==> config.mk <==
export PLATFORM = sky130hd
export DESIGN_NAME = ysyx_25030093_wbu
export DESIGN_NICKNAME = d
export VERILOG_FILES = /design/src/rtl/ysyx_25030093_wbu.sv
export SDC_FILE = /design/constraint.sdc
export NUM_CORES = 1
export LEC_CHECK = 0
export ABC_CLOCK_PERIOD_IN_PS = 1860
export BUFFER_PORTS_ARGS = -buffer_cell sky130_fd_sc_hd__buf_2
export CAP_MARGIN = 10
export CORE_ASPECT_RATIO = 0.75
export CORE_MARGIN = 2
export CORE_UTILIZATION = 30
export DETAILED_ROUTE_END_ITERATION = 7
export PLACE_DENSITY = 0.56
export SETUP_SLACK_MARGIN = 0.1
export SYNTH_ARGS = -nofsm -noshare
export SYNTH_HDL_FRONTEND = slang
export SYNTH_SLANG_ARGS = --single-unit
==> constraint.sdc <==
create_clock -name clk -period 1.86 [get_ports clk]
set_input_delay 0.372 -clock clk [delete_from_list [all_inputs] [get_ports clk]]
set_output_delay 0.372 -clock clk [all_outputs]
set_load 0.02 [all_outputs]
==> src/rtl/ysyx_25030093_wbu.sv <==
// Writeback unit: LSU-over-EXU arbitration onto the register file write port plus a pending-write scoreboard.
// Optional same-cycle operand bypass is enabled with `define YSYX_25030093_WBU_BYPASS_EN.
module ysyx_25030093_wbu #(
  parameter int unsigned ADDR_WIDTH = 5,
  parameter int unsigned DATA_WIDTH = 32
) (
  input  logic                  clk,
  input  logic                  rst,
  input  logic                  issue_valid,
  input  logic [ADDR_WIDTH-1:0] issue_rd,
  input  logic                  exu_valid,
  output logic                  exu_ready,
  input  logic [ADDR_WIDTH-1:0] exu_rd,
  input  logic [DATA_WIDTH-1:0] exu_data,
  input  logic                  lsu_valid,
  output logic                  lsu_ready,
  input  logic [ADDR_WIDTH-1:0] lsu_rd,
  input  logic [DATA_WIDTH-1:0] lsu_data,
  output logic                  rf_wen,
  output logic [ADDR_WIDTH-1:0] rf_waddr,
  output logic [DATA_WIDTH-1:0] rf_wdata,
  input  logic [ADDR_WIDTH-1:0] rs1_addr,
  input  logic [ADDR_WIDTH-1:0] rs2_addr,
`ifdef YSYX_25030093_WBU_BYPASS_EN
  output logic                  rs1_fwd,
  output logic                  rs2_fwd,
`endif
  output logic                  rs1_busy,
  output logic                  rs2_busy
);

  localparam int unsigned NUM_REGS = 1 << ADDR_WIDTH;

  logic [NUM_REGS-1:0]   pend;
  logic [NUM_REGS-1:0]   pend_nxt;
  logic                  lsu_fire;
  logic                  exu_fire;
  logic [ADDR_WIDTH-1:0] win_rd;
  logic [DATA_WIDTH-1:0] win_data;

  // Fixed priority: a valid LSU result always blocks the EXU
  assign lsu_ready = !rst;
  assign exu_ready = !rst && !lsu_valid;
  assign lsu_fire  = lsu_valid && lsu_ready;
  assign exu_fire  = exu_valid && exu_ready;

  always_comb begin
    win_rd   = exu_rd;
    win_data = exu_data;
    if (lsu_valid) begin
      win_rd   = lsu_rd;
      win_data = lsu_data;
    end
  end

  // Clear on writeback first so a same-edge issue to that register wins
  always_comb begin
    pend_nxt = pend;
    if (rf_wen) begin
      pend_nxt[rf_waddr] = 1'b0;
    end
    if (issue_valid) begin
      pend_nxt[issue_rd] = 1'b1;
    end
    pend_nxt[0] = 1'b0;
  end

  always_ff @(posedge clk) begin
    if (rst) begin
      rf_wen   <= 1'b0;
      rf_waddr <= '0;
      rf_wdata <= '0;
      pend     <= '0;
    end else begin
      pend   <= pend_nxt;
      rf_wen <= (lsu_fire || exu_fire) && (win_rd != '0);
      if (lsu_fire || exu_fire) begin
        rf_waddr <= win_rd;
        rf_wdata <= win_data;
      end
    end
  end

`ifdef YSYX_25030093_WBU_BYPASS_EN
  logic rs1_hit;
  logic rs2_hit;

  assign rs1_hit  = rf_wen && (rf_waddr == rs1_addr) && (rs1_addr != '0);
  assign rs2_hit  = rf_wen && (rf_waddr == rs2_addr) && (rs2_addr != '0);
  assign rs1_fwd  = rs1_hit;
  assign rs2_fwd  = rs2_hit;
  assign rs1_busy = pend[rs1_addr] && !rs1_hit;
  assign rs2_busy = pend[rs2_addr] && !rs2_hit;
`else
  assign rs1_busy = pend[rs1_addr];
  assign rs2_busy = pend[rs2_addr];
`endif

endmodule

==> results.yml, run 1 <==
floorplanning:
  die_height_um: 98.2
  fp.dieArea_um2: 12700
  core_area_um2: 11600
  boundaryPins: 136
  row_count: 34
  start_util_pct: 30.7
  fp.dieW_um: 130
drt:
  detailedRoute.firstPassIterationCount: 4
  post-route-drc-count: 0
  wl_per_cell_um: 14.6
  drtIter0Drc: 160
  antenna_violating_nets_post_route: 0
  routed_wl_mm: 10.8
  post_drt_via_cell_ratio: 4.86
  num_vias: 3594
power_and_ir_drop:
  p_switching_mw: 1.03
  power.combinational.fraction_pct: 15.4
  pwr_density_cell_nw_per_um2: 866
  seq_power_share_pct: 38.1
  report.power.total_mw: 4.16
  sw_frac_of_total_pct: 24.7
  max-vdd-ir-drop_mv: 0.380
  power.clock.fraction_pct: 46.5
  power.leakage_nw: 2.16
  internal_power_mw: 3.13
sta:
  drv_slew: 0
  worstMarginPinSlew_ns: 0.537
  clock-skew-final_ns: 0.00966
  post_route_minimum_period_ns: 1.99
  fmaxAchievable_mhz: 501
  period_utilization_pct: 107
  pnr_worst_setup_slack_ns: -0.134
  slew_headroom_pct: 64.1
  final_hold_viols: 0
  totalNegativeSetupSlack_ns: -0.265
  grt_setup_unrepaired: "yes"
  timing.hold.ws_ns: 0.280
  final-setup-viol-count: 2
cells_and_area:
  number_of_fill_cells: 1236
  layout-area-overhead-vs-synth_pct: 35.2
  final_layout_size_suffix_gt1_share_pct: 31.4
  finish.instance_area_um2: 4800
  num-nets-final: 666
outcome:
  outcome: "finished with violations"
  violations: "setup timing"
synth:
  post_synth_most_frequent_cells: "nor2_1 (85), a21oi_1 (75), dfxtp_1 (69), mux2i_1 (55), nand2_1 (38)"
  post_synth_main_area_contributors: "dfxtp_1 (39%), mux2i_1 (16%), a21oi_1 (11%)"
  asyncSetResetFlopFracSynth_pct: 0
  synth_largest_type_area_fraction_pct: 38.9
  synth.most_common_cell: "nor2_1"
  post_synth_instance_area_um2: 3550
  netlist-cell-type-count: 28
  synth_enable_flop_cells: 0
  synth_flop_cell: "dfxtp_1"
  yosysSeqAreaShare_pct: 38.9
  synth.largest_area_cell: "dfxtp_1"
  ys_warn_count: 0
  synth.avg_cell_area_um2: 7.98
  postSynthRegisterBits: 69
  syn_nets: 539
  synthesis.instances: 445
global_routing:
  grt-ovfl-total: 0
  pin_count_of_the_biggest_net_entering_global_routing: 47
  grt_pass1_wl_mm: 17.0
  total_grt_usage_pct: 16.9
  antenna_found_initial: 1
  grt_pass1_vias: 3433
clocking:
  cts.htree.levels: 3
  clock_tree_from_tritoncts: "done"
  cts_num_sinks: 69
  post_cts_buffers: 0
  clockRootBuffer: "clkbuf_16"
  clock_insertion_delay_worst_skew_ns: 0.33
  clock_pin_slew_reported_for_the_worst_setup_and_hold_paths_after_clock_tree_synthesis_ns: 0.06
  cts-hold-fix-buffers: 0
  cts-root-to-sink-buffers: 2
  cts-buffers-inserted: 9
min_path:
  hold_path.class: "in -> reg"
placed_design:
  dp_hpwl_mm: 8.16
  dpl-instance-area_um2: 4450
  place_ws_ns: -0.0499
  gp_congestion: 0.886
  placement.io_buffers: 135
worst_setup_path:
  critPathKind: "reg -> out"
  worstSetupStartpointType: "flop"
  crit_path_max_fanout: 3
  timing.critical_path.arrival_ns: 1.62
  rrSetupSlack_ns: 0.43
  worst_setup_path_end_kind: "output pin"
  cp_data_required_time_ns: 1.49
run:
  cap_violations: 0
## path summary, 6_finish.rpt
kind / start / end / depth (start not counted)
max: pend[7]$_SDFF_PP0_ / rs2_busy / 5
min: lsu_data[30] / rf_wdata[30]$_SDFFE_PP0P_ / 3
max reg2reg: rf_wen$_SDFF_PP0_ / pend[16]$_SDFF_PP0_ / 3
min reg2reg: pend[7]$_SDFF_PP0_ / pend[7]$_SDFF_PP0_ / 2
## cell usage in the layout (no fill, tap or decap), types with 2 or more instances in the layout
master / netlist / routed
nor2b_1: 4 / 4
nand3b_1: 5 / 5
mux4_2: 6 / 6
dfxtp_2: 0 / 3
a211oi_1: 2 / 2
nand2b_4: 0 / 4
or3b_2: 2 / 2
and3_1: 2 / 2
nand4_1: 2 / 2
a21oi_1: 75 / 75
inv_1: 3 / 3
nand3_1: 10 / 10
buf_4: 1 / 13
clkbuf_16: 0 / 9
and3b_1: 3 / 3
o21ai_0: 31 / 31
bufinv_16: 0 / 2
a22oi_1: 4 / 4
mux2i_1: 55 / 55
nor2_1: 85 / 85
nor3_1: 3 / 3
buf_2: 9 / 134
nor3b_1: 4 / 4
dfxtp_1: 69 / 66
o2111ai_2: 0 / 2
nand2_1: 38 / 38
o211ai_1: 2 / 2
clkbuf_8: 0 / 4
## final cells by class
class / instances / area, um2 / share of cell area, %
diodes: 1 / 2.50 / 0.0521
clock buffers: 13 / 280 / 5.84
clock inverters: 3 / 65.1 / 1.36
inverters: 3 / 11.3 / 0.235
multi-input cells: 341 / 2060 / 43.0
flip-flops and latches: 69 / 1390 / 28.9
well taps: 162 / 203 / 4.22
repair buffers: 148 / 788 / 16.4
## worst max-delay path, stage by stage, from the launching register on
cell and delay (ns):
dfxtp_2 0.32, mux4_2 0.47, nand2b_4 0.15, o211ai_1 0.09, nand4_1 0.10, buf_2 0.17
## metal layers
layer | share of wire [%] | global-route usage, % | vias up
li1 | - | - | 1809
met1 | 48 | 23.0 | 1675
met2 | 45 | 26.4 | 101
met3 | 5.3 | 3.95 | 9
met4 | 1.3 | 5.71 | 0
met5 | 0 | 0 | -
## power by group through the flow
stage	sequential (mW)	combinational, mW	clock, mW
2_1_floorplan	1.67	0.329	0
3_3_place_gp	1.61	0.630	0
3_5_place_dp	1.61	0.637	0
4_1_cts	1.58	0.641	1.98
5_1_grt	1.59	0.703	2.04
6_report	1.58	0.639	1.93
## logic make-up after synthesis
kind of cell,share of synthesized area (%)
AO/OA/AOI/OAI,17.4
buffers and inverters,4.12
multiplexers,19.3
flip-flops,38.9
AND/OR/NAND/NOR,20.3
## flip-flops by register name, indices dropped and copies added, names as in the netlist
name / count
rf_wdata: 32
rf_waddr: 5
rf_wen: 1
pend: 31
## timing repair
| action | CTS | global route |
|---|---|---|
| setup endpoints to repair | 2 | 2 |
| pin swaps | 0 | 1 |
| endpoints found under the hold margin | 0 | 0 |
| resized for setup | 3 | 1 |
## stage by stage
step | utilization [%] | std cells
after floorplan | - | 445
after global placement | 38.4 | 723
after detailed placement | 38.4 | 723
after CTS | 41.4 | 739
after global routing | 41.5 | 740
final | 41.5 | 740
Power figures use the tool's default switching activity.
==> inputs of run 2 (changes only) <==
--- a/config.mk
+++ b/config.mk
@@ -10,9 +10,10 @@
 export CAP_MARGIN = 10
 export CORE_ASPECT_RATIO = 0.75
 export CORE_MARGIN = 2
-export CORE_UTILIZATION = 30
+export CORE_UTILIZATION = 51
+export CTS_BUF_LIST = sky130_fd_sc_hd__clkbuf_4 sky130_fd_sc_hd__clkbuf_8
 export DETAILED_ROUTE_END_ITERATION = 7
-export PLACE_DENSITY = 0.56
+export PLACE_DENSITY = 0.86
 export SETUP_SLACK_MARGIN = 0.1
 export SYNTH_ARGS = -nofsm -noshare
 export SYNTH_HDL_FRONTEND = slang
==> results.yml, run 2 (synthesis results as in run 1) <==
global_routing:
  grt_pass1_wl_mm: 16.4
  antenna_found_initial: 1
  pin_count_of_the_biggest_net_entering_global_routing: 49
  grt-ovfl-total: 0
  grt_pass1_vias: 3548
  total_grt_usage_pct: 26.6
placed_design:
  dp_hpwl_mm: 7.76
  gp_congestion: 0.969
  place_ws_ns: -0.0562
  placement.io_buffers: 135
power_and_ir_drop:
  p_switching_uw: 944
  sw_frac_of_total_pct: 26.3
  power.leakage_nw: 2.10
  pwr_density_cell_nw_per_um2: 784
  max-vdd-ir-drop_mv: 0.535
  power.combinational.fraction_pct: 17.7
  report.power.total_mw: 3.59
  seq_power_share_pct: 44.1
  internal_power_mw: 2.65
  power.clock.fraction_pct: 38.2
floorplanning:
  fp.dieW_um: 100
  die_height_um: 76.3
  row_count: 26
  start_util_pct: 52.5
  core_area_um2: 6770
  boundaryPins: 136
  fp.dieArea_um2: 7650
min_path:
  hold_path.class: "in -> reg"
  hold_start: "lsu_data[0]"
clocking:
  clockRootBuffer: "clkbuf_8"
  cts-buffers-inserted: 9
  clock_pin_slew_reported_for_the_worst_setup_and_hold_paths_after_clock_tree_synthesis_ns: 0.07
  clock_tree_from_tritoncts: "done"
  cts_num_sinks: 69
  cts.htree.levels: 3
  cts-root-to-sink-buffers: 2
  clock_insertion_delay_worst_skew_ns: 0.34
  cts-hold-fix-buffers: 0
drt:
  routed_wl_mm: 10.1
  num_vias: 3741
  wl_per_cell_um: 15.3
  post_drt_via_cell_ratio: 5.66
  drtIter0Drc: 309
  detailedRoute.firstPassIterationCount: 5
  antenna_violating_nets_post_route: 0
  post-route-drc-count: 0
cells_and_area:
  layout-area-overhead-vs-synth_pct: 29.0
  area.sequential_um2: 1390
  multi_input_comb_area_um2: 2060
  number_of_fill_cells: 570
  largest_register_ffs: 32
  final_layout_size_suffix_gt1_share_pct: 31.3
  top_register: "rf_wdata"
  num-nets-final: 665
  mostFrequentLayoutCell: "buf_2"
  layout.core_utilization_pct: 67.7
  layout.cells.most_common_list: "buf_2 (134), nor2_1 (85), a21oi_1 (75)"
  largest_registers: "rf_wdata x32, pend x31, rf_waddr x5"
sta:
  final_hold_viols: 0
  worstMarginPinSlew_ns: 0.678
  period_utilization_pct: 109
  pnr_worst_setup_slack_ns: -0.174
  slew_headroom_pct: 54.6
  drv_slew: 0
  clock-skew-final_ns: 0.00951
  fmaxAchievable_mhz: 492
  grt_setup_unrepaired: "yes"
  post_route_minimum_period_ns: 2.03
  final-setup-viol-count: 2
outcome:
  violations: "setup timing"
  outcome: "finished with violations"
worst_setup_path:
  timing.critical_path.arrival_ns: 1.66
  endpoint: "rs2_busy"
  rr_worst_depth: 3
  rr_endpoint: "pend[5]$_SDFF_PP0_"
  worstSetupStartpointType: "flop"
  cp-startpoint: "pend[23]$_SDFF_PP0_"
  worst_setup_path_end_kind: "output pin"
  rrSetupSlack_ns: 0.44
  cpMaxStageDelayCell: "mux4_2"
  crit_path_max_cell_delay_ns: 0.47
  critPathKind: "reg -> out"
  r2r_start: "rf_waddr[3]$_SDFFE_PP0P_"
  ordered_list_of_cells_on_the_worst_path: "mux4_2, nand2b_4, o2111ai_2, nand4_1, buf_2"
  cp_data_required_time_ns: 1.49
  crit_path_max_fanout: 3
run:
  cap_violations: 0
## run 2: what timing repair did
action | 4_1_cts | 5_1_grt
cloned | 0 | 0
endpoints found under the setup margin | 2 | 2
gates resized for setup | 2 | 2
buffers inserted | 0 | 0
pin swaps | 2 | 1
## run 2: final cells by class
| type | instances | share of cell area (%) |
|---|---|---|
| Multi-Input combinational cell | 341 | 45.1 |
| Tap cell | 84 | 2.30 |
| Clock buffer | 12 | 3.47 |
| Sequential cell | 69 | 30.3 |
| Timing Repair Buffer | 147 | 17.1 |
| Inverter | 3 | 0.246 |
| Clock inverter | 4 | 1.53 |
| Antenna cell | 1 | 0.0547 |
## run 2: power by group through the flow
stage | logic (mW) | clock network, mW | registers, mW
floorplan | 0.329 | 0 | 1.67
global placement | 0.609 | 0 | 1.61
detailed placement | 0.628 | 0 | 1.62
CTS | 0.632 | 1.39 | 1.58
global route | 0.695 | 1.46 | 1.59
finish | 0.636 | 1.37 | 1.58
## run 2: worst max-delay path, delay by kind of cell (launching register included)
family,cells,cell delay [ns]
AOI/OAI and AO/OA,1,0.08
DFF,1,0.34
buffers and inverters,1,0.18
muxes,1,0.47
and+or+nand+nor,2,0.25
## run 2: worst min path at each step
stage | endpoint | slack (ns) | depth (start not counted)
global placement | pend[13]$_SDFF_PP0_ | 0.48 | 2
detailed placement | pend[17]$_SDFF_PP0_ | 0.48 | 2
finish | rf_wdata[0]$_SDFFE_PP0P_ | 0.26 | 3
floorplan | pend[22]$_SDFF_PP0_ | 0.46 | 2
global route | rf_wdata[25]$_SDFFE_PP0P_ | 0.26 | 3
CTS | rf_wdata[0]$_SDFFE_PP0P_ | 0.25 | 3
## run 2: through the flow
stage          setup TNS [ns]  instance area (um2)  instances  hold WS, ns
5_1_grt                -0.488                 4580        661        0.264
3_3_place_gp          -0.0470                 4340        644        0.481
4_1_cts                -0.342                 4570        660        0.255
6_report               -0.346                 4580        661        0.261
3_5_place_dp          -0.0997                 4340        644        0.484
2_1_floorplan               0                 3610        445        0.460
## run 2: layer usage
layer	wire length, um	track usage, %	vias up
met2	4900	43.8	158
met1	4340	34.1	1744
met5	0	0	-
met3	634	6.88	24
li1	-	-	1815
met4	230	8.22	0
==> inputs of run 3 (changes only) <==
--- a/config.mk
+++ b/config.mk
@@ -8,9 +8,11 @@
 export ABC_CLOCK_PERIOD_IN_PS = 1860
 export BUFFER_PORTS_ARGS = -buffer_cell sky130_fd_sc_hd__buf_2
 export CAP_MARGIN = 10
+export CELL_PAD_IN_SITES_DETAIL_PLACEMENT = 2
+export CELL_PAD_IN_SITES_GLOBAL_PLACEMENT = 2
 export CORE_ASPECT_RATIO = 0.75
 export CORE_MARGIN = 2
-export CORE_UTILIZATION = 51
+export CORE_UTILIZATION = 28
 export CTS_BUF_LIST = sky130_fd_sc_hd__clkbuf_4 sky130_fd_sc_hd__clkbuf_8
 export DETAILED_ROUTE_END_ITERATION = 7
 export PLACE_DENSITY = 0.86
==> results.yml, run 3 (synthesis results as in run 1) <==
outcome:
  outcome: "finished with violations"
  violations: "setup timing"
drt:
  post_drt_via_cell_ratio: 5.06
  num_vias: 3759
  routed_wl_mm: 13.9
  drtIter0Drc: 166
  antenna_violating_nets_post_route: 0
  wl_per_cell_um: 18.7
  detailedRoute.firstPassIterationCount: 4
  post-route-drc-count: 0
global_routing:
  grt_pass1_vias: 4272
  pin_count_of_the_biggest_net_entering_global_routing: 39
  grt-ovfl-total: 0
  total_grt_usage_pct: 21.1
  antenna_found_initial: 0
  grt_pass1_wl_mm: 22.4
floorplanning:
  start_util_pct: 28.8
  boundaryPins: 136
  die_height_um: 102
  row_count: 35
  core_area_um2: 12300
  fp.dieW_um: 134
  fp.dieArea_um2: 13600
worst_setup_path:
  worst_setup_path_end_kind: "output pin"
  rrSetupSlack_ns: 0.42
  critPathKind: "reg -> out"
  timing.critical_path.arrival_ns: 1.70
  crit_path_max_fanout: 3
  r2r_start: "rf_wen$_SDFF_PP0_"
  worstSetupStartpointType: "flop"
  rr_worst_depth: 3
  cp_data_required_time_ns: 1.49
  rr_endpoint: "pend[12]$_SDFF_PP0_"
min_path:
  holdPathStages: 3
  hold_start: "lsu_data[8]"
  endpoint_of_the_worst_hold_path: "rf_wdata[8]$_SDFFE_PP0P_"
  hold_path.class: "in -> reg"
clocking:
  cts_resized: 5
  clock_insertion_delay_worst_skew_ns: 0.35
  cts-buffers-inserted: 9
  cts-root-to-sink-buffers: 2
  cts_num_sinks: 69
  cts-hold-fix-buffers: 0
  post_cts_buffers: 0
  cts.htree.levels: 3
  clock_tree_from_tritoncts: "done"
  clock_pin_slew_reported_for_the_worst_setup_and_hold_paths_after_clock_tree_synthesis_ns: 0.08
  clockRootBuffer: "clkbuf_8"
cells_and_area:
  num-nets-final: 666
  top_register: "rf_wdata"
  antenna_cells: 0
  mostFrequentLayoutCell: "buf_2"
  largest_registers: "rf_wdata x32, pend x31, rf_waddr x5"
  number_of_fill_cells: 1472
  layout-area-overhead-vs-synth_pct: 31.6
  largest_register_ffs: 32
  final_layout_size_suffix_gt1_share_pct: 31.5
  layout.cells.most_common_list: "buf_2 (134), nor2_1 (85), a21oi_1 (75)"
sta:
  final_hold_viols: 0
  clock-skew-final_ns: 0.0111
  worstMarginPinSlew_ns: 0.582
  post_route_minimum_period_ns: 2.07
  pnr_worst_setup_slack_ns: -0.211
  period_utilization_pct: 111
  timing.hold.ws_ns: 0.245
  drv_slew: 0
  grt_setup_unrepaired: "yes"
  slew_headroom_pct: 61.1
  fmaxAchievable_mhz: 483
  final-setup-viol-count: 2
placed_design:
  place_ws_ns: -0.0772
  gp_congestion: 0.818
  placement.io_buffers: 135
  dp_hpwl_mm: 10.7
power_and_ir_drop:
  pwr_density_cell_nw_per_um2: 774
  power.leakage_nw: 2.10
  max-vdd-ir-drop_mv: 0.302
  report.power.total_mw: 3.62
run:
  cap_violations: 0
-- run 3: changes by cell type in the layout (fill, tap and decap cells not counted), sizes merged --
cell | before | now
buf | 147 | 148
clkinv | 2 | 3
clkbuf | 12 | 11
diode | 1 | 0
-- run 3: layer usage --
layer  wire length, um  share of wire, %  global-route usage, %
met5                 0                 0                      0
met4               214               1.5                   5.99
met3               475               3.4                   3.80
met2              7000                51                   38.9
met1              6170                45                   25.3
-- run 3: power breakdown --
| group | switching, mW | internal (mW) | leakage, nW |
|---|---|---|---|
| registers | 0.0466 | 1.54 | 0.567 |
| clock network | 0.585 | 0.779 | 0.114 |
| logic | 0.398 | 0.269 | 1.42 |
-- run 3: worst max-delay path by stage --
| stage | depth (start not counted) | end | startpoint | slack (ns) |
|---|---|---|---|---|
| after floorplan | 5 | rs1_busy | rs1_addr[0] | 0.08 |
| after global routing | 5 | rs2_busy | pend[23]$_SDFF_PP0_ | -0.28 |
| after detailed placement | 6 | rs1_busy | rs1_addr[0] | -0.08 |
| after CTS | 5 | rs1_busy | pend[23]$_SDFF_PP0_ | -0.22 |
| final | 5 | rs1_busy | pend[23]$_SDFF_PP0_ | -0.21 |
| after global placement | 6 | rs2_busy | rs2_addr[0] | -0.05 |
-- run 3: per-stage QoR --
| step | area [um2] | utilization (%) | instances | setup TNS (ns) |
|---|---|---|---|---|
| finish | 4670 | 38.0 | 743 | -0.420 |
| global route | 4670 | 38.0 | 743 | -0.547 |
| CTS | 4670 | 38.0 | 743 | -0.435 |
| detailed placement | 4450 | 36.2 | 727 | -0.146 |
| global placement | 4450 | 36.2 | 727 | -0.0762 |
| floorplan | 3610 | - | 445 | 0 |
-- run 3: area by class of cell --
type | count | area, um2 | share of cell area (%)
Clock buffer | 11 | 139 | 2.97
Clock inverter | 5 | 75.1 | 1.61
Inverter | 3 | 11.3 | 0.241
Multi-Input combinational cell | 341 | 2060 | 44.2
Sequential cell | 69 | 1390 | 29.7
Tap cell | 166 | 208 | 4.45
Timing Repair Buffer | 148 | 788 | 16.9
-- run 3: critical path: stages (launching register included) --
cell	delay, ns
dfxtp_2	0.34
mux4_2	0.48
nand2b_4	0.16
o2111ai_2	0.09
nand4_1	0.10
buf_4	0.17
